### src/rtl/monitor8_pkg.sv
// monitor8_pkg
//   Shared constants and types for the monitor8 report collector.
//   N_LTL properties, each with REPORTS_PER_LTL report bits, give the
//   N_REPORTS-wide report vector sampled from the automata stage.
//   report_entry_t is the FIFO entry layout at the default timestamp width.
//   ltl_hits() folds the report vector down to one "any report" bit per LTL.
package monitor8_pkg;

    localparam int N_LTL           = 9;
    localparam int REPORTS_PER_LTL = 4;
    localparam int N_REPORTS       = N_LTL * REPORTS_PER_LTL;
    localparam int TS_W_DEFAULT    = 32;

    typedef struct packed {
        logic [TS_W_DEFAULT-1:0] ts;
        logic [N_REPORTS-1:0]    reports;
    } report_entry_t;

    // Bit p of the result is the OR of reports[4p+3:4p].
    function automatic logic [N_LTL-1:0] ltl_hits(input logic [N_REPORTS-1:0] r);
        logic [N_LTL-1:0] hits;
        hits = '0;
        for (int p = 0; p < N_LTL; p++) begin
            hits[p] = |r[p*REPORTS_PER_LTL +: REPORTS_PER_LTL];
        end
        return hits;
    endfunction

endpackage

### src/rtl/monitor8_report_fifo.sv
// monitor8_report_fifo
//   Generic synchronous FIFO, DEPTH entries of WIDTH bits.
//   Ports:
//     clk, rst_n   clock, asynchronous active-low reset
//     flush        synchronous empty (wins over push/pop)
//     push, din    write din at the tail
//     pop          advance the head
//     dout         head entry (zero while empty)
//     full, empty  occupancy flags
//     level        occupancy, 0..DEPTH
//   The caller only pushes when !full or popping in the same cycle, and only
//   pops when !empty. Head is read straight from storage registers: a write
//   never appears on dout in the cycle it is pushed.
module monitor8_report_fifo #(
    parameter  int DEPTH = 16,
    parameter  int WIDTH = 8,
    localparam int AW    = $clog2(DEPTH)
) (
    input  logic          clk,
    input  logic          rst_n,
    input  logic          flush,
    input  logic          push,
    input  logic [WIDTH-1:0] din,
    input  logic          pop,
    output logic [WIDTH-1:0] dout,
    output logic          full,
    output logic          empty,
    output logic [AW:0]   level
);

    logic [WIDTH-1:0] mem_q [DEPTH];
    logic [WIDTH-1:0] mem_d [DEPTH];
    logic [AW:0]      wr_ptr_q, wr_ptr_d;
    logic [AW:0]      rd_ptr_q, rd_ptr_d;

    localparam logic [AW:0] PTR_ONE = {{AW{1'b0}}, 1'b1};

    always_comb begin
        mem_d    = mem_q;
        wr_ptr_d = wr_ptr_q;
        rd_ptr_d = rd_ptr_q;
        if (flush) begin
            wr_ptr_d = '0;
            rd_ptr_d = '0;
        end else begin
            if (push) begin
                mem_d[wr_ptr_q[AW-1:0]] = din;
                wr_ptr_d = wr_ptr_q + PTR_ONE;
            end
            if (pop) begin
                rd_ptr_d = rd_ptr_q + PTR_ONE;
            end
        end
    end

    // Storage carries no reset; the head is masked to zero while empty.
    always_ff @(posedge clk) begin
        mem_q <= mem_d;
    end

    always_ff @(posedge clk or negedge rst_n) begin
        if (!rst_n) begin
            wr_ptr_q <= '0;
            rd_ptr_q <= '0;
        end else begin
            wr_ptr_q <= wr_ptr_d;
            rd_ptr_q <= rd_ptr_d;
        end
    end

    // Pointers carry an extra MSB so full and empty are distinguishable.
    assign empty = (wr_ptr_q == rd_ptr_q);
    assign full  = (wr_ptr_q[AW] != rd_ptr_q[AW]) &&
                   (wr_ptr_q[AW-1:0] == rd_ptr_q[AW-1:0]);
    assign level = wr_ptr_q - rd_ptr_q;
    assign dout  = empty ? '0 : mem_q[rd_ptr_q[AW-1:0]];

endmodule

### src/rtl/monitor8_report_collector.sv
// monitor8_report_collector
//   Samples the 36 automaton report bits each run cycle; every cycle with at
//   least one report becomes a {timestamp, reports} FIFO entry drained over a
//   valid/ready port. Also keeps per-LTL sticky violation flags and a
//   saturating count of entries dropped on FIFO overflow.
//   Ports:
//     clk, reset        clock, asynchronous active-low reset
//     run               sample enable / timestamp advance
//     clear             synchronous clear of ts, FIFO, flags, counters
//     reports           report vector, bit 4p+k = LTL p report k
//     out_valid/ready   head handshake: an entry transfers on a cycle where
//                       both are high; out_ts/out_reports hold while
//                       out_valid=1 and out_ready=0
//     out_ts, out_reports  head entry
//     sticky_viol       per-LTL OR of reports since reset/clear
//     overflow          sticky, at least one entry dropped
//     drop_count        dropped entries, saturating
//     fifo_level        occupancy
module monitor8_report_collector
    import monitor8_pkg::*;
#(
    parameter int DEPTH  = 16,
    parameter int TS_W   = 32,
    parameter int DROP_W = 16
) (
    input  logic                   clk,
    input  logic                   reset,
    input  logic                   run,
    input  logic                   clear,
    input  logic [N_REPORTS-1:0]   reports,
    output logic                   out_valid,
    input  logic                   out_ready,
    output logic [TS_W-1:0]        out_ts,
    output logic [N_REPORTS-1:0]   out_reports,
    output logic [N_LTL-1:0]       sticky_viol,
    output logic                   overflow,
    output logic [DROP_W-1:0]      drop_count,
    output logic [$clog2(DEPTH):0] fifo_level
);

    localparam int EW = TS_W + N_REPORTS;

    logic [TS_W-1:0]   ts_q, ts_d;
    logic [N_LTL-1:0]  sticky_q, sticky_d;
    logic              overflow_q, overflow_d;
    logic [DROP_W-1:0] drop_q, drop_d;

    logic          sample;
    logic          push;
    logic          pop;
    logic          drop;
    logic          fifo_full;
    logic          fifo_empty;
    logic [EW-1:0] fifo_din;
    logic [EW-1:0] fifo_dout;

    // clear suppresses both sides of the FIFO in its cycle.
    assign sample   = run && (|reports);
    assign pop      = out_valid && out_ready && !clear;
    assign push     = sample && !clear && (!fifo_full || pop);
    assign drop     = sample && !clear && fifo_full && !pop;
    assign fifo_din = {ts_q, reports};

    always_comb begin
        ts_d       = ts_q;
        sticky_d   = sticky_q;
        overflow_d = overflow_q;
        drop_d     = drop_q;
        if (clear) begin
            ts_d       = '0;
            sticky_d   = '0;
            overflow_d = 1'b0;
            drop_d     = '0;
        end else if (run) begin
            ts_d     = ts_q + TS_W'(1);
            // Dropped entries still mark their properties.
            sticky_d = sticky_q | ltl_hits(reports);
            if (drop) begin
                overflow_d = 1'b1;
                if (drop_q != {DROP_W{1'b1}}) begin
                    drop_d = drop_q + DROP_W'(1);
                end
            end
        end
    end

    always_ff @(posedge clk or negedge reset) begin
        if (!reset) begin
            ts_q       <= '0;
            sticky_q   <= '0;
            overflow_q <= 1'b0;
            drop_q     <= '0;
        end else begin
            ts_q       <= ts_d;
            sticky_q   <= sticky_d;
            overflow_q <= overflow_d;
            drop_q     <= drop_d;
        end
    end

    monitor8_report_fifo #(
        .DEPTH (DEPTH),
        .WIDTH (EW)
    ) u_fifo (
        .clk   (clk),
        .rst_n (reset),
        .flush (clear),
        .push  (push),
        .din   (fifo_din),
        .pop   (pop),
        .dout  (fifo_dout),
        .full  (fifo_full),
        .empty (fifo_empty),
        .level (fifo_level)
    );

    assign out_valid               = !fifo_empty;
    assign {out_ts, out_reports}   = fifo_dout;
    assign sticky_viol             = sticky_q;
    assign overflow                = overflow_q;
    assign drop_count              = drop_q;

endmodule

### config.mk
export PLATFORM = sky130hd
export DESIGN_NAME = monitor8_report_collector
export DESIGN_NICKNAME = d
export VERILOG_FILES = /design/src/rtl/monitor8_pkg.sv /design/src/rtl/monitor8_report_fifo.sv /design/src/rtl/monitor8_report_collector.sv
export SDC_FILE = /design/constraint.sdc
export NUM_CORES = 1
export LEC_CHECK = 0
export CORE_UTILIZATION = 57
export CTS_BUF_LIST = sky130_fd_sc_hd__clkbuf_8
export CTS_CLUSTER_DIAMETER = 120
export DETAILED_ROUTE_END_ITERATION = 10
export PLACE_DENSITY = 0.79
export SKIP_LAST_GASP = 1
export SLEW_MARGIN = 20
export SYNTH_ARGS = -nofsm -noshare
export SYNTH_HDL_FRONTEND = slang
export SYNTH_SLANG_ARGS = --single-unit
### constraint.sdc
create_clock -name clk -period 10.06 [get_ports clk]
set_clock_uncertainty 0.15 [all_clocks]
set_input_delay 3.018 -clock clk [delete_from_list [all_inputs] [get_ports clk]]
set_output_delay 3.018 -clock clk [all_outputs]
set_load 0.02 [all_outputs]
======== Word level (Yosys, flattened, before mapping) ========
Index checks and enable logic that the tools add are counted.
Widths: inputs -> output; s select.
storage, ports and cells
  register bits after elaboration ......... 1156
  input port bits ......................... 41
  output and inout bits ................... 100
  word-level logic and storage cells ...... 92
cells by class
  add/sub/neg operators ................... 5
  $lt $le $gt $ge ......................... 3
  eq/ne operators ......................... 4
  mux-type cells .......................... 22
  bitwise gates (word level) .............. 4
  reductions and logical operators ........ 32
operators by type and width
  cell                   number
  $bwmux 1088            1
  $bmux 68 s4            1
  $demux 68 s4           1
  $mux 68                4
  $mux 16                4
  $mux 32                2
  $reduce_or 36->1       1
  $reduce_or 4->1        9
  $add 32x1->32 const B  1
  $mux 5                 4
  $mux 9                 2
  $add 16x1->16 const B  1
  $ne 16x16->1 const B   1
  $add 5x1->5 const B    2
  $ge 5x5->1 const B     2
  $not 4->5              2
  $reduce_bool 2->1      5
  $logic_and 1x1->1      9
  $or 9x9->9             1
  $eq 5x5->1             1
  $lt 5x1->1 const B     1
  $sub 5x5->5            1
  $eq 4x4->1             1
  $logic_not 1->1        4
  other kinds (6)        9

======== Logic depth before layout (Yosys ltp) ========
Gate-level depths: netlist (run 1).
  depth after elaboration ................. 9
  depth in mapped cells ................... 11
  gate-level depth less buffers ........... 7

======== By module ========
From an unflattened synthesis (run 1), not the netlist that was laid out.
unflattened totals
  cells, all modules ...................... 2456
  area, all modules ....................... 45658.8 um2
by module, submodules not included
  module                     times used  cells each  area each (um2)  seq. area each (um2)
  monitor8_report_fifo       1           2121        42467.0          32921.6
  monitor8_report_collector  1           335         3191.8           1451.4

======== Least setup slack after synthesis (run 1) ========
No wires, ideal clock.
  path type ............................... input to register
  start ................................... input clear
  end ..................................... register u_fifo.mem_q[1000] in the netlist's numbering, enable pin
  library setup time ...................... 578 ps
  arrival ................................. 8641 ps
  required time ........................... 9332 ps
  setup slack ............................. 691 ps
  stages .................................. 7
  path buffers ............................ 3
  cell sequence ........................... buf_2 -> nor2b_1 -> nor3b_2 -> or3_1 -> buf_2 -> buf_4 -> nor3_1
between the ends
  cells in the longest elaborated chain, start to end .. 5
  elaborated cells between the ends (all ways) .. 7
  those cells by class .................... bitwise: 1; reduce/logical: 6
ends and longest elaborated chain
  what                                 line                                                              text
  from (decl)                          monitor8_report_collector.sv:29                                   input logic clear,
  $logic_not 1->1                      monitor8_report_collector.sv:59, monitor8_report_collector.sv:60
  $logic_and 1x1->1                    monitor8_report_collector.sv:59                                   assign pop = out_valid && out_ready && !clear;
  $logic_or 1x1->1                     monitor8_report_collector.sv:60                                   assign push = sample && !clear && (!fifo_full || pop);
  $logic_and 1x1->1                    monitor8_report_collector.sv:60
  $reduce_and 2->1 (no source line) *  --
  to (signal assigned)                 monitor8_report_fifo.sv:58                                        mem_q <= mem_d;
  to (decl)                            monitor8_report_fifo.sv:31                                        logic [WIDTH-1:0] mem_q [DEPTH];
Every way passes the cells marked *; elsewhere a longest branch is shown, timed or not.
A chain may end at the register's enable or synchronous reset.

======== Final worst setup path (run 1) ========
  start ................................... register u_fifo.rd_ptr_q[0]
  end ..................................... output out_ts[1]
between the ends
  cells in the longest elaborated chain, start to end .. 5
  elaborated cells between the ends (all ways) .. 6
  those cells by class .................... eq/ne: 1; mux: 4; bitwise: 1
ends and longest elaborated chain
  what                                        line                             text
  from (decl)                                 monitor8_report_fifo.sv:34       logic [AW:0] rd_ptr_q, rd_ptr_d;
  from (signal assigned)                      monitor8_report_fifo.sv:67       rd_ptr_q <= rd_ptr_d;
  $not 4->5 (not written as such)             monitor8_report_fifo.sv:76       assign dout = empty ? '0 : mem_q[rd_ptr_q[AW-1:0]];
  $bmux 68 s4                                 monitor8_report_fifo.sv:76
  $mux 68 (not written as such) (2 in a row)  monitor8_report_fifo.sv:76
  $mux 68 *                                   monitor8_report_fifo.sv:76
  to (decl)                                   monitor8_report_collector.sv:33  output logic [TS_W-1:0] out_ts,
Every way passes the cells marked *; elsewhere a longest branch is shown, timed or not. The select of a mux whose other input is x is not followed.

==> impl_results.html, run 1 <==
<table>
<tr><th>Metric</th><th>Value</th></tr>
<tr><th colspan="2">Clock tree</th></tr>
<tr><td>Quantity of gates resized following cts</td><td>0</td></tr>
<tr><td>H-tree Lvls</td><td>4</td></tr>
<tr><td>Clock tree buffer depth</td><td>3</td></tr>
<tr><td>TritonCTS clock tree</td><td>built</td></tr>
<tr><td>Number of buffers created by CTS</td><td>173</td></tr>
<tr><td>Root Buffer Master</td><td>clkbuf_8</td></tr>
<tr><td>CTS hold repair buffers</td><td>0</td></tr>
<tr><td>Number of clock sinks seen by CTS</td><td>1156</td></tr>
<tr><td>Number of buffers inserted to repair setup after CTS</td><td>0</td></tr>
<tr><td>Register clock-pin slew on the reported worst setup and hold paths</td><td>0.06 ns</td></tr>
<tr><td>Clock Latency Late Sink</td><td>0.78 ns</td></tr>
<tr><th colspan="2">Power and ir drop</th></tr>
<tr><td>Cell Pwr Density</td><td>200 nW/um^2</td></tr>
<tr><td>Final Power</td><td>10.2 mW</td></tr>
<tr><td>Worst IR Drop VDD</td><td>0.000141 V</td></tr>
<tr><td>Cell leakage power</td><td>16.7 nW</td></tr>
<tr><th colspan="2">Synthesis</th></tr>
<tr><td>Post-Syn Instances</td><td>2013</td></tr>
<tr><td>Leading post-synthesis cells by cell area</td><td>edfxtp_1, mux4_2, dfrtp_1</td></tr>
<tr><td>FFs w/ async S/R, synth</td><td>0.0588</td></tr>
<tr><td>Fraction of synthesized cell area taken by the top area cell type</td><td>0.725</td></tr>
<tr><td>Post-synthesis cell area</td><td>45000 sq um</td></tr>
<tr><td>Number of synthesized flops with an enable pin</td><td>1088</td></tr>
<tr><td>Synth cell count leaders</td><td>edfxtp_1, mux4_2, and2_1, dfrtp_1, clkbuf_1</td></tr>
<tr><td>Share of the yosys chip area belonging to registers</td><td>0.763</td></tr>
<tr><td>Warnings from Yosys</td><td>0</td></tr>
<tr><td>Primary flip-flop cell chosen by synthesis mapping</td><td>edfxtp_1</td></tr>
<tr><td>Cell with the most instances after synthesis</td><td>edfxtp_1</td></tr>
<tr><td>Net count of the mapped netlist</td><td>2066</td></tr>
<tr><td>Avg Cell Area, Syn</td><td>22.4 sq um</td></tr>
<tr><td>Unique cell type count in the Yosys netlist</td><td>45</td></tr>
<tr><td>Cell type with the largest total area after synthesis</td><td>edfxtp_1</td></tr>
<tr><td>Number of storage elements in the synthesis netlist</td><td>1156</td></tr>
<tr><th colspan="2">Final layout</th></tr>
<tr><td>FF/Latch Area</td><td>34400 sq um</td></tr>
<tr><td>Area growth from synthesis to layout</td><td>13.3%</td></tr>
<tr><td>Number of non-filler instances in the completed layout</td><td>3447</td></tr>
<tr><td>Share of layout cells above drive strength 1</td><td>0.263</td></tr>
<tr><td>Multi-input logic area</td><td>10300 sq um</td></tr>
<tr><td>Final core utilization</td><td>0.656</td></tr>
<tr><td>Fill cells</td><td>4732</td></tr>
<tr><td>Fin nets</td><td>2318</td></tr>
<tr><td>Area of all placed cells without fillers</td><td>51000 sq um</td></tr>
<tr><th colspan="2">STA</th></tr>
<tr><td>Slew margin rel.</td><td>0.309</td></tr>
<tr><td>Part of the cycle the worst path needs</td><td>0.768</td></tr>
<tr><td>Slew at the pin closest to its max-slew limit</td><td>1.04 ns</td></tr>
<tr><td>Final Slew Violations</td><td>0</td></tr>
<tr><td>Maximum clock frequency</td><td>130 MHz</td></tr>
<tr><td>Setup repair after global routing missed its margin</td><td>no</td></tr>
<tr><td>Min cycle time layout</td><td>7.72 ns</td></tr>
<tr><td>Number of setup violations in the final report</td><td>0</td></tr>
<tr><td>Endpoints failing hold</td><td>0</td></tr>
<tr><td>Final TNS setup</td><td>0 ns</td></tr>
<tr><th colspan="2">Routing</th></tr>
<tr><td>Total wire length</td><td>95.4 mm</td></tr>
<tr><td>DRC viols</td><td>0</td></tr>
<tr><td>Via density per instance</td><td>6.33</td></tr>
<tr><td>Violation count after the first detailed-route iteration</td><td>2360</td></tr>
<tr><td>Total via count in the routed design</td><td>21.8k</td></tr>
<tr><td>Routed Antenna Nets</td><td>0</td></tr>
<tr><td>WL per Instance</td><td>27.7 um</td></tr>
<tr><td>Number of search-and-repair iterations in the first detailed-routing pass</td><td>6</td></tr>
<tr><th colspan="2">Floorplanning</th></tr>
<tr><td>Horiz. Die Dim</td><td>283 um</td></tr>
<tr><td>Die outline area</td><td>80100 sq um</td></tr>
<tr><td>Num ports</td><td>141</td></tr>
<tr><td>Overall die height</td><td>283 um</td></tr>
<tr><td>Initial Utilization</td><td>0.579</td></tr>
<tr><td>Floorplan Core Area</td><td>77800 sq um</td></tr>
<tr><td>Number of rows created at floorplan</td><td>102</td></tr>
<tr><th colspan="2">Global route</th></tr>
<tr><td>Maximum number of pins on one net before global-route repair</td><td>184</td></tr>
<tr><td>Vias in the first global route</td><td>22.8k</td></tr>
<tr><td>First-pass GRT wire length</td><td>143 mm</td></tr>
<tr><td>Total global routing track utilization</td><td>0.242</td></tr>
<tr><td>Total overflow reported by the global router</td><td>0</td></tr>
<tr><td>Number of antenna violations at the first check in global routing</td><td>5</td></tr>
<tr><th colspan="2">Worst hold path</th></tr>
<tr><td>Number of cells traversed by the worst hold path</td><td>2</td></tr>
<tr><td>Hold crit path type</td><td>reg2reg</td></tr>
<tr><td>Worst hold path startpoint</td><td>overflow</td></tr>
<tr><td>Worst Hold Path EP</td><td>overflow</td></tr>
<tr><th colspan="2">Setup path</th></tr>
<tr><td>Cell mode on critical path</td><td>mux4_2</td></tr>
<tr><td>Worst path slowest cell</td><td>dfrtp_4</td></tr>
<tr><td>Worst path required time</td><td>6.89 ns</td></tr>
<tr><td>FF-to-FF path depth</td><td>7</td></tr>
<tr><td>Cell-by-cell listing of the critical path</td><td>buf_12 -&gt; mux4_2 -&gt; mux4_2 -&gt; and2_1 -&gt; clkdlybuf4s50_1</td></tr>
<tr><td>Crit path capture type</td><td>output port</td></tr>
<tr><td>Arrival time of the worst setup path</td><td>4.55 ns</td></tr>
<tr><td>R2r setup slk</td><td>5.18 ns</td></tr>
<tr><td>Largest incremental delay on the critical path</td><td>1.06 ns</td></tr>
<tr><td>Critical path fanouts, max</td><td>97</td></tr>
<tr><td>Worst reg2reg startpoint</td><td>u_fifo.rd_ptr_q[0]</td></tr>
<tr><td>Reg2reg end</td><td>u_fifo.mem_q[1026]</td></tr>
<tr><td>Crit path launch type</td><td>flop</td></tr>
<tr><td>Worst setup path class</td><td>reg2out</td></tr>
<tr><th colspan="2">Placement</th></tr>
<tr><td>Total placed cells including tap cells</td><td>3129</td></tr>
<tr><td>Placed standard-cell area</td><td>47800 sq um</td></tr>
<tr><td>Detail Placement HPWL</td><td>50.9 mm</td></tr>
<tr><td>Routability congestion estimate</td><td>0.810</td></tr>
<tr><td>I/O Buffers</td><td>140</td></tr>
<tr><th colspan="2">Status</th></tr>
<tr><td>Status</td><td>completed</td></tr>
<tr><th colspan="2">Job</th></tr>
<tr><td>Maxcap violations</td><td>0</td></tr>
</table>
[cells in the final DEF, fill, tap and decap left out, drive strengths merged, types with 7 or more instances in the layout]
cell type / netlist / layout
or4: 11 / 11
xor2: 16 / 16
nor3: 27 / 27
nor2: 55 / 55
nand3: 16 / 16
xnor2: 19 / 19
or3: 11 / 11
bufinv: 0 / 7
buf: 39 / 46
clkbuf: 68 / 180
clkinvlp: 0 / 7
mux4: 340 / 340
clkinv: 0 / 43
dfrtp: 68 / 68
nor4: 14 / 14
nor2b: 7 / 7
o21ai: 10 / 10
mux2: 7 / 7
ha: 11 / 11
clkdlybuf4s50: 0 / 138
nand4: 25 / 25
inv: 13 / 90
nand2: 26 / 26
edfxtp: 1088 / 1088
nand2b: 9 / 9
and2: 72 / 72
a21oi: 23 / 23
[metrics by stage]
stage,setup WS [ns],hold WS (ns)
4_1_cts,2.15,0.402
5_1_grt,2.04,0.430
6_report,2.34,0.400
3_3_place_gp,2.02,0.375
3_5_place_dp,2.22,0.385
2_1_floorplan,0.691,0.375
[per-layer routing]
metal,up-vias,share of wire,track usage,wire [um]
met2,1231,0.51,0.390,48400
met5,-,0,0,0
met1,11500,0.39,0.339,37100
met3,153,0.083,0.0517,7960
li1,8971,-,-,-
met4,0,0.021,0.0715,2030
[registers in the layout, indices dropped and copies added (netlist names)]
register	flops
drop_count	16
u_fifo.mem_q	1088
ts_q	32
u_fifo.wr_ptr_q	5
sticky_viol	9
u_fifo.rd_ptr_q	5
overflow	1
[report_power, final]
part	internal, mW	switching (mW)	leakage (nW)
clock network	1.84	1.71	1.90
logic	0.688	0.640	3.44
registers	5.27	0.0563	11.4
[worst max-delay path by stage]
stage / startpoint / to
6_report: u_fifo.rd_ptr_q[0] / out_ts[1]
5_1_grt: u_fifo.rd_ptr_q[0] / out_ts[1]
4_1_cts: u_fifo.rd_ptr_q[0] / out_ts[1]
3_5_place_dp: reports[11] / u_fifo.mem_q[1028]
3_3_place_gp: reports[35] / u_fifo.mem_q[273]
2_1_floorplan: clear / u_fifo.mem_q[1000]
[critical path, delay by kind of cell (launching register included)]
kind / cells / cell delay (ns)
multiplexers: 2 / 1.18
flip-flops: 1 / 1.06
buffers and inverters: 2 / 1.12
AND/OR/NAND/NOR: 1 / 0.20
[kinds of logic (layout without fill, tap and decap cells)]
logic type,count (synthesis),in the layout,share of synthesized area
mux,352,352,0.173
buf+inv,120,511,0.0111
xor+xnor,35,35,0.00681
simple gates,291,291,0.0361
other cells,0,3,0
fa+ha+maj,12,12,0.00350
compound gates,47,47,0.00625
flops,1156,1156,0.763
[area by class of cell]
class | count | area share
well taps | 1040 | 0.0255
repair buffers | 184 | 0.0352
flip-flops and latches | 1156 | 0.674
multi-input cells | 737 | 0.201
clock inverters | 134 | 0.0151
clock buffers | 180 | 0.0485
inverters | 13 | 0.00105
diodes | 3 | 0.000147
Note: power is estimated with default switching activity, not from simulation.
==> run 2, diff against run 1 <==
- clock period: 10.06 -> 7.9 ns (I/O delays scaled with it)
==> run 2 against run 1 <==
  * Global-route usage up 0.28 points
  * Non-clock buffer count down 8
  * Via count about the same
  * Cell count down 0.32%
  * Critical path type unchanged
  * Critical endpoint is now out_ts[14]
  * Largest power group unchanged
==> impl_results.html, run 2 (synthesis results as in run 1) <==
<table>
<tr><th>Metric</th><th>Value</th></tr>
<tr><th colspan="2">Final layout</th></tr>
<tr><td>Fin nets</td><td>2312 (-0.26%)</td></tr>
<tr><td>Area growth from synthesis to layout</td><td>13.8%</td></tr>
<tr><td>Final core utilization</td><td>0.658 (+0.00251)</td></tr>
<tr><td>Largest register by flop count</td><td>u_fifo.mem_q</td></tr>
<tr><td>Max FFs per register</td><td>1088 (unchanged)</td></tr>
<tr><td>Highest-count cells in the layout ignoring fill and taps</td><td>edfxtp_1, mux4_2, clkbuf_8</td></tr>
<tr><td>Fill cells</td><td>4688 (-0.93%)</td></tr>
<tr><td>Most frequent standard cell in the layout excluding fill and tap cells</td><td>edfxtp_1</td></tr>
<tr><td>Number of non-filler instances in the completed layout</td><td>3436 (-0.32%)</td></tr>
<tr><td>Area of all placed cells without fillers</td><td>51200 sq um (+0.38%)</td></tr>
<tr><td>Share of layout cells above drive strength 1</td><td>0.264 (+0.000988)</td></tr>
<tr><th colspan="2">Global route</th></tr>
<tr><td>Maximum number of pins on one net before global-route repair</td><td>137 (-26%)</td></tr>
<tr><td>Vias in the first global route</td><td>23.1k (+1.1%)</td></tr>
<tr><td>Total overflow reported by the global router</td><td>0 (unchanged)</td></tr>
<tr><td>Total global routing track utilization</td><td>0.245 (+0.00278)</td></tr>
<tr><td>Number of antenna violations at the first check in global routing</td><td>1 (-4)</td></tr>
<tr><td>First-pass GRT wire length</td><td>145 mm (+1.4%)</td></tr>
<tr><th colspan="2">STA</th></tr>
<tr><td>Part of the cycle the worst path needs</td><td>0.878</td></tr>
<tr><td>Slew margin rel.</td><td>0.260 (-0.0487)</td></tr>
<tr><td>Endpoints failing hold</td><td>0 (unchanged)</td></tr>
<tr><td>Slew at the pin closest to its max-slew limit</td><td>1.11 ns (+0.0731 ns)</td></tr>
<tr><td>Maximum clock frequency</td><td>144 MHz</td></tr>
<tr><td>Min cycle time layout</td><td>6.94 ns</td></tr>
<tr><td>Number of setup violations in the final report</td><td>0 (unchanged)</td></tr>
<tr><td>Final Slew Violations</td><td>0 (unchanged)</td></tr>
<tr><td>Final TNS setup</td><td>0 ns (unchanged)</td></tr>
<tr><td>Setup repair after global routing missed its margin</td><td>no</td></tr>
<tr><th colspan="2">Setup path</th></tr>
<tr><td>Cell-by-cell listing of the critical path</td><td>buf_12 -&gt; mux4_2 -&gt; mux4_2 -&gt; and2_1 -&gt; clkdlybuf4s50_1</td></tr>
<tr><td>Crit path launch type</td><td>flop</td></tr>
<tr><td>Worst path required time</td><td>5.38 ns (-1.51 ns)</td></tr>
<tr><td>Critical path fanouts, max</td><td>102 (+5.2%)</td></tr>
<tr><td>Worst Path Buf+Inv</td><td>2 (unchanged)</td></tr>
<tr><td>Arrival time of the worst setup path</td><td>4.42 ns (-0.13 ns)</td></tr>
<tr><td>Top delay family on crit path</td><td>buffers and inverters</td></tr>
<tr><td>Cell mode on critical path</td><td>mux4_2</td></tr>
<tr><td>Worst path slowest cell</td><td>dfrtp_4</td></tr>
<tr><td>Crit path capture type</td><td>output port</td></tr>
<tr><td>Worst setup path class</td><td>reg2out</td></tr>
<tr><td>Largest incremental delay on the critical path</td><td>0.91 ns (-0.15 ns)</td></tr>
<tr><th colspan="2">Clock tree</th></tr>
<tr><td>H-tree Lvls</td><td>4 (unchanged)</td></tr>
<tr><td>CTS hold repair buffers</td><td>0 (unchanged)</td></tr>
<tr><td>Register clock-pin slew on the reported worst setup and hold paths</td><td>0.06 ns (about the same)</td></tr>
<tr><td>Root Buffer Master</td><td>clkbuf_8</td></tr>
<tr><td>Quantity of gates resized following cts</td><td>0 (unchanged)</td></tr>
<tr><td>Number of buffers created by CTS</td><td>175 (+1.2%)</td></tr>
<tr><td>Number of clock sinks seen by CTS</td><td>1156 (unchanged)</td></tr>
<tr><td>Number of buffers inserted to repair setup after CTS</td><td>0 (unchanged)</td></tr>
<tr><td>TritonCTS clock tree</td><td>built</td></tr>
<tr><td>Clock Latency Late Sink</td><td>0.82 ns (+0.04 ns)</td></tr>
<tr><td>Clock tree buffer depth</td><td>3 (unchanged)</td></tr>
<tr><th colspan="2">Routing</th></tr>
<tr><td>Total wire length</td><td>96.1 mm (+0.76%)</td></tr>
<tr><td>Total via count in the routed design</td><td>21.8k (+0.027%)</td></tr>
<tr><td>Via density per instance</td><td>6.36 (+0.35%)</td></tr>
<tr><td>WL per Instance</td><td>28.0 um (+1.1%)</td></tr>
<tr><td>Routed Antenna Nets</td><td>0 (unchanged)</td></tr>
<tr><td>Number of search-and-repair iterations in the first detailed-routing pass</td><td>5 (-1)</td></tr>
<tr><td>DRC viols</td><td>0 (unchanged)</td></tr>
<tr><td>Violation count after the first detailed-route iteration</td><td>2340 (-0.85%)</td></tr>
<tr><th colspan="2">Floorplanning</th></tr>
<tr><td>Num ports</td><td>141 (unchanged)</td></tr>
<tr><td>Number of rows created at floorplan</td><td>102 (unchanged)</td></tr>
<tr><td>Horiz. Die Dim</td><td>283 um (unchanged)</td></tr>
<tr><td>Floorplan Core Area</td><td>77800 sq um (unchanged)</td></tr>
<tr><td>Overall die height</td><td>283 um (unchanged)</td></tr>
<tr><td>Initial Utilization</td><td>0.579 (unchanged)</td></tr>
<tr><td>Die outline area</td><td>80100 sq um (unchanged)</td></tr>
<tr><th colspan="2">Power and ir drop</th></tr>
<tr><td>Worst IR Drop VDD</td><td>0.000126 V (-10%)</td></tr>
<tr><td>Cell Pwr Density</td><td>257 nW/um^2 (+28%)</td></tr>
<tr><td>Final Power</td><td>13.2 mW (+29%)</td></tr>
<tr><td>Cell leakage power</td><td>16.7 nW (about the same)</td></tr>
<tr><th colspan="2">Worst hold path</th></tr>
<tr><td>Hold crit path type</td><td>reg2reg</td></tr>
<tr><th colspan="2">Placement</th></tr>
<tr><td>Total placed cells including tap cells</td><td>3121 (-0.26%)</td></tr>
<tr><td>Routability congestion estimate</td><td>0.786 (-3.0%)</td></tr>
<tr><td>Placed standard-cell area</td><td>47900 sq um (+0.20%)</td></tr>
<tr><td>I/O Buffers</td><td>140 (unchanged)</td></tr>
<tr><td>Detail Placement HPWL</td><td>46.4 mm (-8.7%)</td></tr>
<tr><th colspan="2">Job</th></tr>
<tr><td>Maxcap violations</td><td>0 (unchanged)</td></tr>
<tr><th colspan="2">Status</th></tr>
<tr><td>Status</td><td>completed</td></tr>
</table>
-- run 2: cell count changes in the layout (fill, tap and decap cells not counted), moves of 4 or more --
cell / previous run / this run
buf_4: 40 / 19
inv_1: 83 / 64
buf_12: 4 / 17
clkinv_1: 32 / 41
clkbuf_8: 180 / 187
inv_6: 6 / 2
-- run 2: report_power, final --
part / leakage (nW) / switching (mW) / total [mW] / internal [mW]
Sequential: 11.4 / 0.0516 / 6.76 / 6.71
Combinational: 3.44 / 0.844 / 1.72 / 0.877
Clock: 1.89 / 2.25 / 4.67 / 2.43
-- run 2: path summary, 6_finish.rpt --
| path | slack, ns | cells past startpoint | endpoint | startpoint |
|---|---|---|---|---|
| max in group asynchronous | 5.63 | 2 | ts_q[31] | reset |
| min | 0.38 | 2 | overflow | overflow |
| max reg2reg | 3.87 | 8 | u_fifo.mem_q[107] | u_fifo.rd_ptr_q[0] |
| min in group asynchronous | 1.35 | 1 | overflow | reset |
| min reg2reg | 0.38 | 2 | overflow | overflow |
| max | 0.96 | 5 | out_ts[14] | u_fifo.rd_ptr_q[0] |
-- run 2: cell type report --
type	instances	area [sq um]	share of cell area
inverter	13	53.8	0.00105
timing repair buffer	176	1900	0.0370
tap	1040	1300	0.0254
antenna	1	2.50	0.0000488
clock inverter	126	778	0.0152
sequential	1156	34400	0.671
multi-input combinational	737	10200	0.200
clock buffer	187	2570	0.0502
-- run 2: through the flow --
stage | worst slack, ns | hold slack (ns)
global placement | 1.71 | 0.361
CTS | 0.791 | 0.392
finish | 0.962 | 0.384
global route | 0.686 | 0.440
detailed placement | 1.72 | 0.377
floorplan | -0.821 | 0.375
-- run 2: routing by layer --
layer  part of all wire  global-route usage  up-vias
li1                   -                   -     8969
met1               0.39               0.347    11600
met2               0.51               0.395     1154
met3              0.083              0.0432      151
met4              0.019              0.0770        0
met5                  0                   0        -
-- run 2: worst reg2reg max path, delay by kind of cell (launching register included) --
kind	cells	cell delay, ns
fa+ha+maj	1	0.36
flops	1	0.91
simple gates	4	0.95
buf+inv	3	1.21
==> run 3, diff against run 2 <==
- GPL_TIMING_DRIVEN: unset -> 0
- clock period: 7.9 -> 8.8 ns (I/O delays scaled with it)
==> run 3 against run 2 <==
  * Cell count grew 7.5%
  * Clock power shrank 12%
  * Critical path depth grew 6
  * Sequential power shrank 11%
  * Critical endpoint is now out_ts[16]
  * Power shrank 9.8%
  * Wire length grew 14%
  * Combinational power is essentially flat
  * Non-clock buffer count grew 251
  * Register-to-register slack lost 0.55 ns
  * Via count grew 9.0%
==> impl_results.html, run 3 (synthesis results as in run 1) <==
<table>
<tr><th>Metric</th><th>Value</th></tr>
<tr><th colspan="2">STA</th></tr>
<tr><td>Endpoints failing hold</td><td>0 (unchanged)</td></tr>
<tr><td>Part of the cycle the worst path needs</td><td>0.975</td></tr>
<tr><td>Final TNS setup</td><td>0 ns (unchanged)</td></tr>
<tr><td>Final Slew Violations</td><td>0 (unchanged)</td></tr>
<tr><td>Slew at the pin closest to its max-slew limit</td><td>1.09 ns (-0.0155 ns)</td></tr>
<tr><td>Min cycle time layout</td><td>8.58 ns</td></tr>
<tr><td>Slew margin rel.</td><td>0.271 (+0.0104)</td></tr>
<tr><td>Maximum clock frequency</td><td>117 MHz</td></tr>
<tr><td>Number of setup violations in the final report</td><td>0 (unchanged)</td></tr>
<tr><td>Setup repair after global routing missed its margin</td><td>no</td></tr>
<tr><th colspan="2">Placement</th></tr>
<tr><td>Detail Placement HPWL</td><td>74.1 mm (+59%)</td></tr>
<tr><td>Total placed cells including tap cells</td><td>3373 (+8.1%)</td></tr>
<tr><td>Routability congestion estimate</td><td>0.848 (+7.9%)</td></tr>
<tr><td>I/O Buffers</td><td>138 (-1.4%)</td></tr>
<tr><th colspan="2">Global route</th></tr>
<tr><td>First-pass GRT wire length</td><td>159 mm (+10%)</td></tr>
<tr><td>Number of antenna violations at the first check in global routing</td><td>5 (+4)</td></tr>
<tr><td>Total overflow reported by the global router</td><td>0 (unchanged)</td></tr>
<tr><td>Maximum number of pins on one net before global-route repair</td><td>44 (-68%)</td></tr>
<tr><td>Total global routing track utilization</td><td>0.277 (+0.0324)</td></tr>
<tr><td>Vias in the first global route</td><td>24.3k (+5.2%)</td></tr>
<tr><th colspan="2">Power and ir drop</th></tr>
<tr><td>Cell Pwr Density</td><td>226 nW/um^2 (-12%)</td></tr>
<tr><td>Cell leakage power</td><td>17.7 nW (+6.1%)</td></tr>
<tr><td>Final Power</td><td>11.9 mW (-9.8%)</td></tr>
<tr><td>Worst IR Drop VDD</td><td>0.000174 V (+38%)</td></tr>
<tr><th colspan="2">Floorplanning</th></tr>
<tr><td>Initial Utilization</td><td>0.579 (unchanged)</td></tr>
<tr><td>Floorplan Core Area</td><td>77800 sq um (unchanged)</td></tr>
<tr><td>Horiz. Die Dim</td><td>283 um (unchanged)</td></tr>
<tr><td>Number of rows created at floorplan</td><td>102 (unchanged)</td></tr>
<tr><td>Overall die height</td><td>283 um (unchanged)</td></tr>
<tr><td>Die outline area</td><td>80100 sq um (unchanged)</td></tr>
<tr><td>Num ports</td><td>141 (unchanged)</td></tr>
<tr><th colspan="2">Setup path</th></tr>
<tr><td>Critical path fanouts, max</td><td>10 (-90%)</td></tr>
<tr><td>Worst setup startpoint</td><td>u_fifo.rd_ptr_q[1]</td></tr>
<tr><td>R2r setup slk</td><td>3.32 ns (-0.55 ns)</td></tr>
<tr><td>Arrival time of the worst setup path</td><td>5.79 ns (+1.37 ns)</td></tr>
<tr><td>Worst path required time</td><td>6.01 ns (+0.63 ns)</td></tr>
<tr><td>Crit path capture type</td><td>output port</td></tr>
<tr><td>Reg2reg end</td><td>u_fifo.mem_q[144]</td></tr>
<tr><td>Critical path endpoint</td><td>out_ts[16]</td></tr>
<tr><td>FF-to-FF path depth</td><td>14 (+6)</td></tr>
<tr><td>Worst setup path class</td><td>reg2out</td></tr>
<tr><td>Crit path launch type</td><td>flop</td></tr>
<tr><td>Worst reg2reg startpoint</td><td>u_fifo.rd_ptr_q[1]</td></tr>
<tr><th colspan="2">Final layout</th></tr>
<tr><td>Max FFs per register</td><td>1088 (unchanged)</td></tr>
<tr><td>Fin nets</td><td>2563 (+11%)</td></tr>
<tr><td>Highest-count cells in the layout ignoring fill and taps</td><td>edfxtp_1, mux4_2, clkbuf_8</td></tr>
<tr><td>Share of layout cells above drive strength 1</td><td>0.308 (+0.0444)</td></tr>
<tr><td>Number of non-filler instances in the completed layout</td><td>3693 (+7.5%)</td></tr>
<tr><td>Area growth from synthesis to layout</td><td>16.8%</td></tr>
<tr><td>Most frequent standard cell in the layout excluding fill and tap cells</td><td>edfxtp_1</td></tr>
<tr><td>Fill cells</td><td>4654 (-0.73%)</td></tr>
<tr><td>Largest register by flop count</td><td>u_fifo.mem_q</td></tr>
<tr><th colspan="2">Clock tree</th></tr>
<tr><td>Number of buffers created by CTS</td><td>175 (unchanged)</td></tr>
<tr><td>Root Buffer Master</td><td>clkbuf_8</td></tr>
<tr><td>TritonCTS clock tree</td><td>built</td></tr>
<tr><td>Number of clock sinks seen by CTS</td><td>1156 (unchanged)</td></tr>
<tr><td>CTS hold repair buffers</td><td>0 (unchanged)</td></tr>
<tr><td>H-tree Lvls</td><td>4 (unchanged)</td></tr>
<tr><td>Number of buffers inserted to repair setup after CTS</td><td>0 (unchanged)</td></tr>
<tr><td>Register clock-pin slew on the reported worst setup and hold paths</td><td>0.06 ns (about the same)</td></tr>
<tr><td>Clock Latency Late Sink</td><td>0.82 ns (about the same)</td></tr>
<tr><td>Clock tree buffer depth</td><td>3 (unchanged)</td></tr>
<tr><th colspan="2">Routing</th></tr>
<tr><td>Via density per instance</td><td>6.45 (+1.4%)</td></tr>
<tr><td>Routed Antenna Nets</td><td>0 (unchanged)</td></tr>
<tr><td>Number of search-and-repair iterations in the first detailed-routing pass</td><td>6 (+1)</td></tr>
<tr><td>DRC viols</td><td>0 (unchanged)</td></tr>
<tr><td>WL per Instance</td><td>29.8 um (+6.4%)</td></tr>
<tr><td>Total via count in the routed design</td><td>23.8k (+9.0%)</td></tr>
<tr><td>Total wire length</td><td>110 mm (+14%)</td></tr>
<tr><td>Violation count after the first detailed-route iteration</td><td>3531 (+51%)</td></tr>
<tr><th colspan="2">Status</th></tr>
<tr><td>Status</td><td>completed</td></tr>
<tr><th colspan="2">Worst hold path</th></tr>
<tr><td>Hold crit path type</td><td>reg2reg</td></tr>
<tr><th colspan="2">Job</th></tr>
<tr><td>Maxcap violations</td><td>0 (unchanged)</td></tr>
</table>
## run 3: final cells by class
| cell class | instances | area [sq um] | area share |
|---|---|---|---|
| multi-input combinational | 737 | 10300 | 0.195 |
| clock inverter | 124 | 619 | 0.0118 |
| sequential | 1156 | 34400 | 0.653 |
| buffer | 107 | 469 | 0.00892 |
| antenna | 6 | 15.0 | 0.000285 |
| inverter | 13 | 48.8 | 0.000928 |
| tap | 1040 | 1300 | 0.0247 |
| timing repair buffer | 320 | 2910 | 0.0553 |
| clock buffer | 190 | 2620 | 0.0497 |
## run 3: what timing repair did
item,CTS,global route
pin swaps,0,0
setup endpoints to repair,16,6
resized for setup,5,2
## run 3: report_power, final
part           internal [mW]  switching [mW]
clock                   2.09            2.00
sequential              6.02          0.0231
combinational          0.814           0.916
total                   8.93            2.94
## run 3: layer usage
layer | GRT usage | vias up | wire length [um]
li1 | - | 9479 | -
met1 | 0.390 | 12400 | 42100
met2 | 0.440 | 1695 | 53900
met3 | 0.0622 | 225 | 11300
met4 | 0.0888 | 2 | 2670
met5 | 0 | - | 8
## run 3: critical path: stages, from the launching register on
cell,delay [ns]
dfrtp_1,0.55
clkbuf_1,0.27
clkdlybuf4s15_2,0.56
clkbuf_2,0.46
inv_1,0.09
ha_1,0.32
and4_1,0.18
nand2_2,0.47
clkbuf_1,0.52
clkbuf_2,0.46
and2_1,0.39
clkdlybuf4s50_1,0.68
## run 3: worst min path at each step
stage | startpoint | endpoint | cells past startpoint
floorplan | u_fifo.rd_ptr_q[4] | u_fifo.rd_ptr_q[4] | 2
global placement | sticky_viol[5] | sticky_viol[5] | 2
detailed placement | sticky_viol[5] | sticky_viol[5] | 2
CTS | sticky_viol[5] | sticky_viol[5] | 2
global route | sticky_viol[5] | sticky_viol[5] | 2
finish | sticky_viol[5] | sticky_viol[5] | 2
## run 3: per-stage QoR
stage / hold WS (ns) / worst slack, ns / utilization / area [sq um]
3_5_place_dp: 0.384 / 0.117 / 0.634 / 49300
4_1_cts: 0.399 / 0.0761 / 0.675 / 52600
2_1_floorplan: 0.375 / -0.191 / - / 45000
3_3_place_gp: 0.390 / -7.14 / 0.613 / 47700
5_1_grt: 0.415 / 0.102 / 0.676 / 52600
6_report: 0.404 / 0.219 / 0.676 / 52600
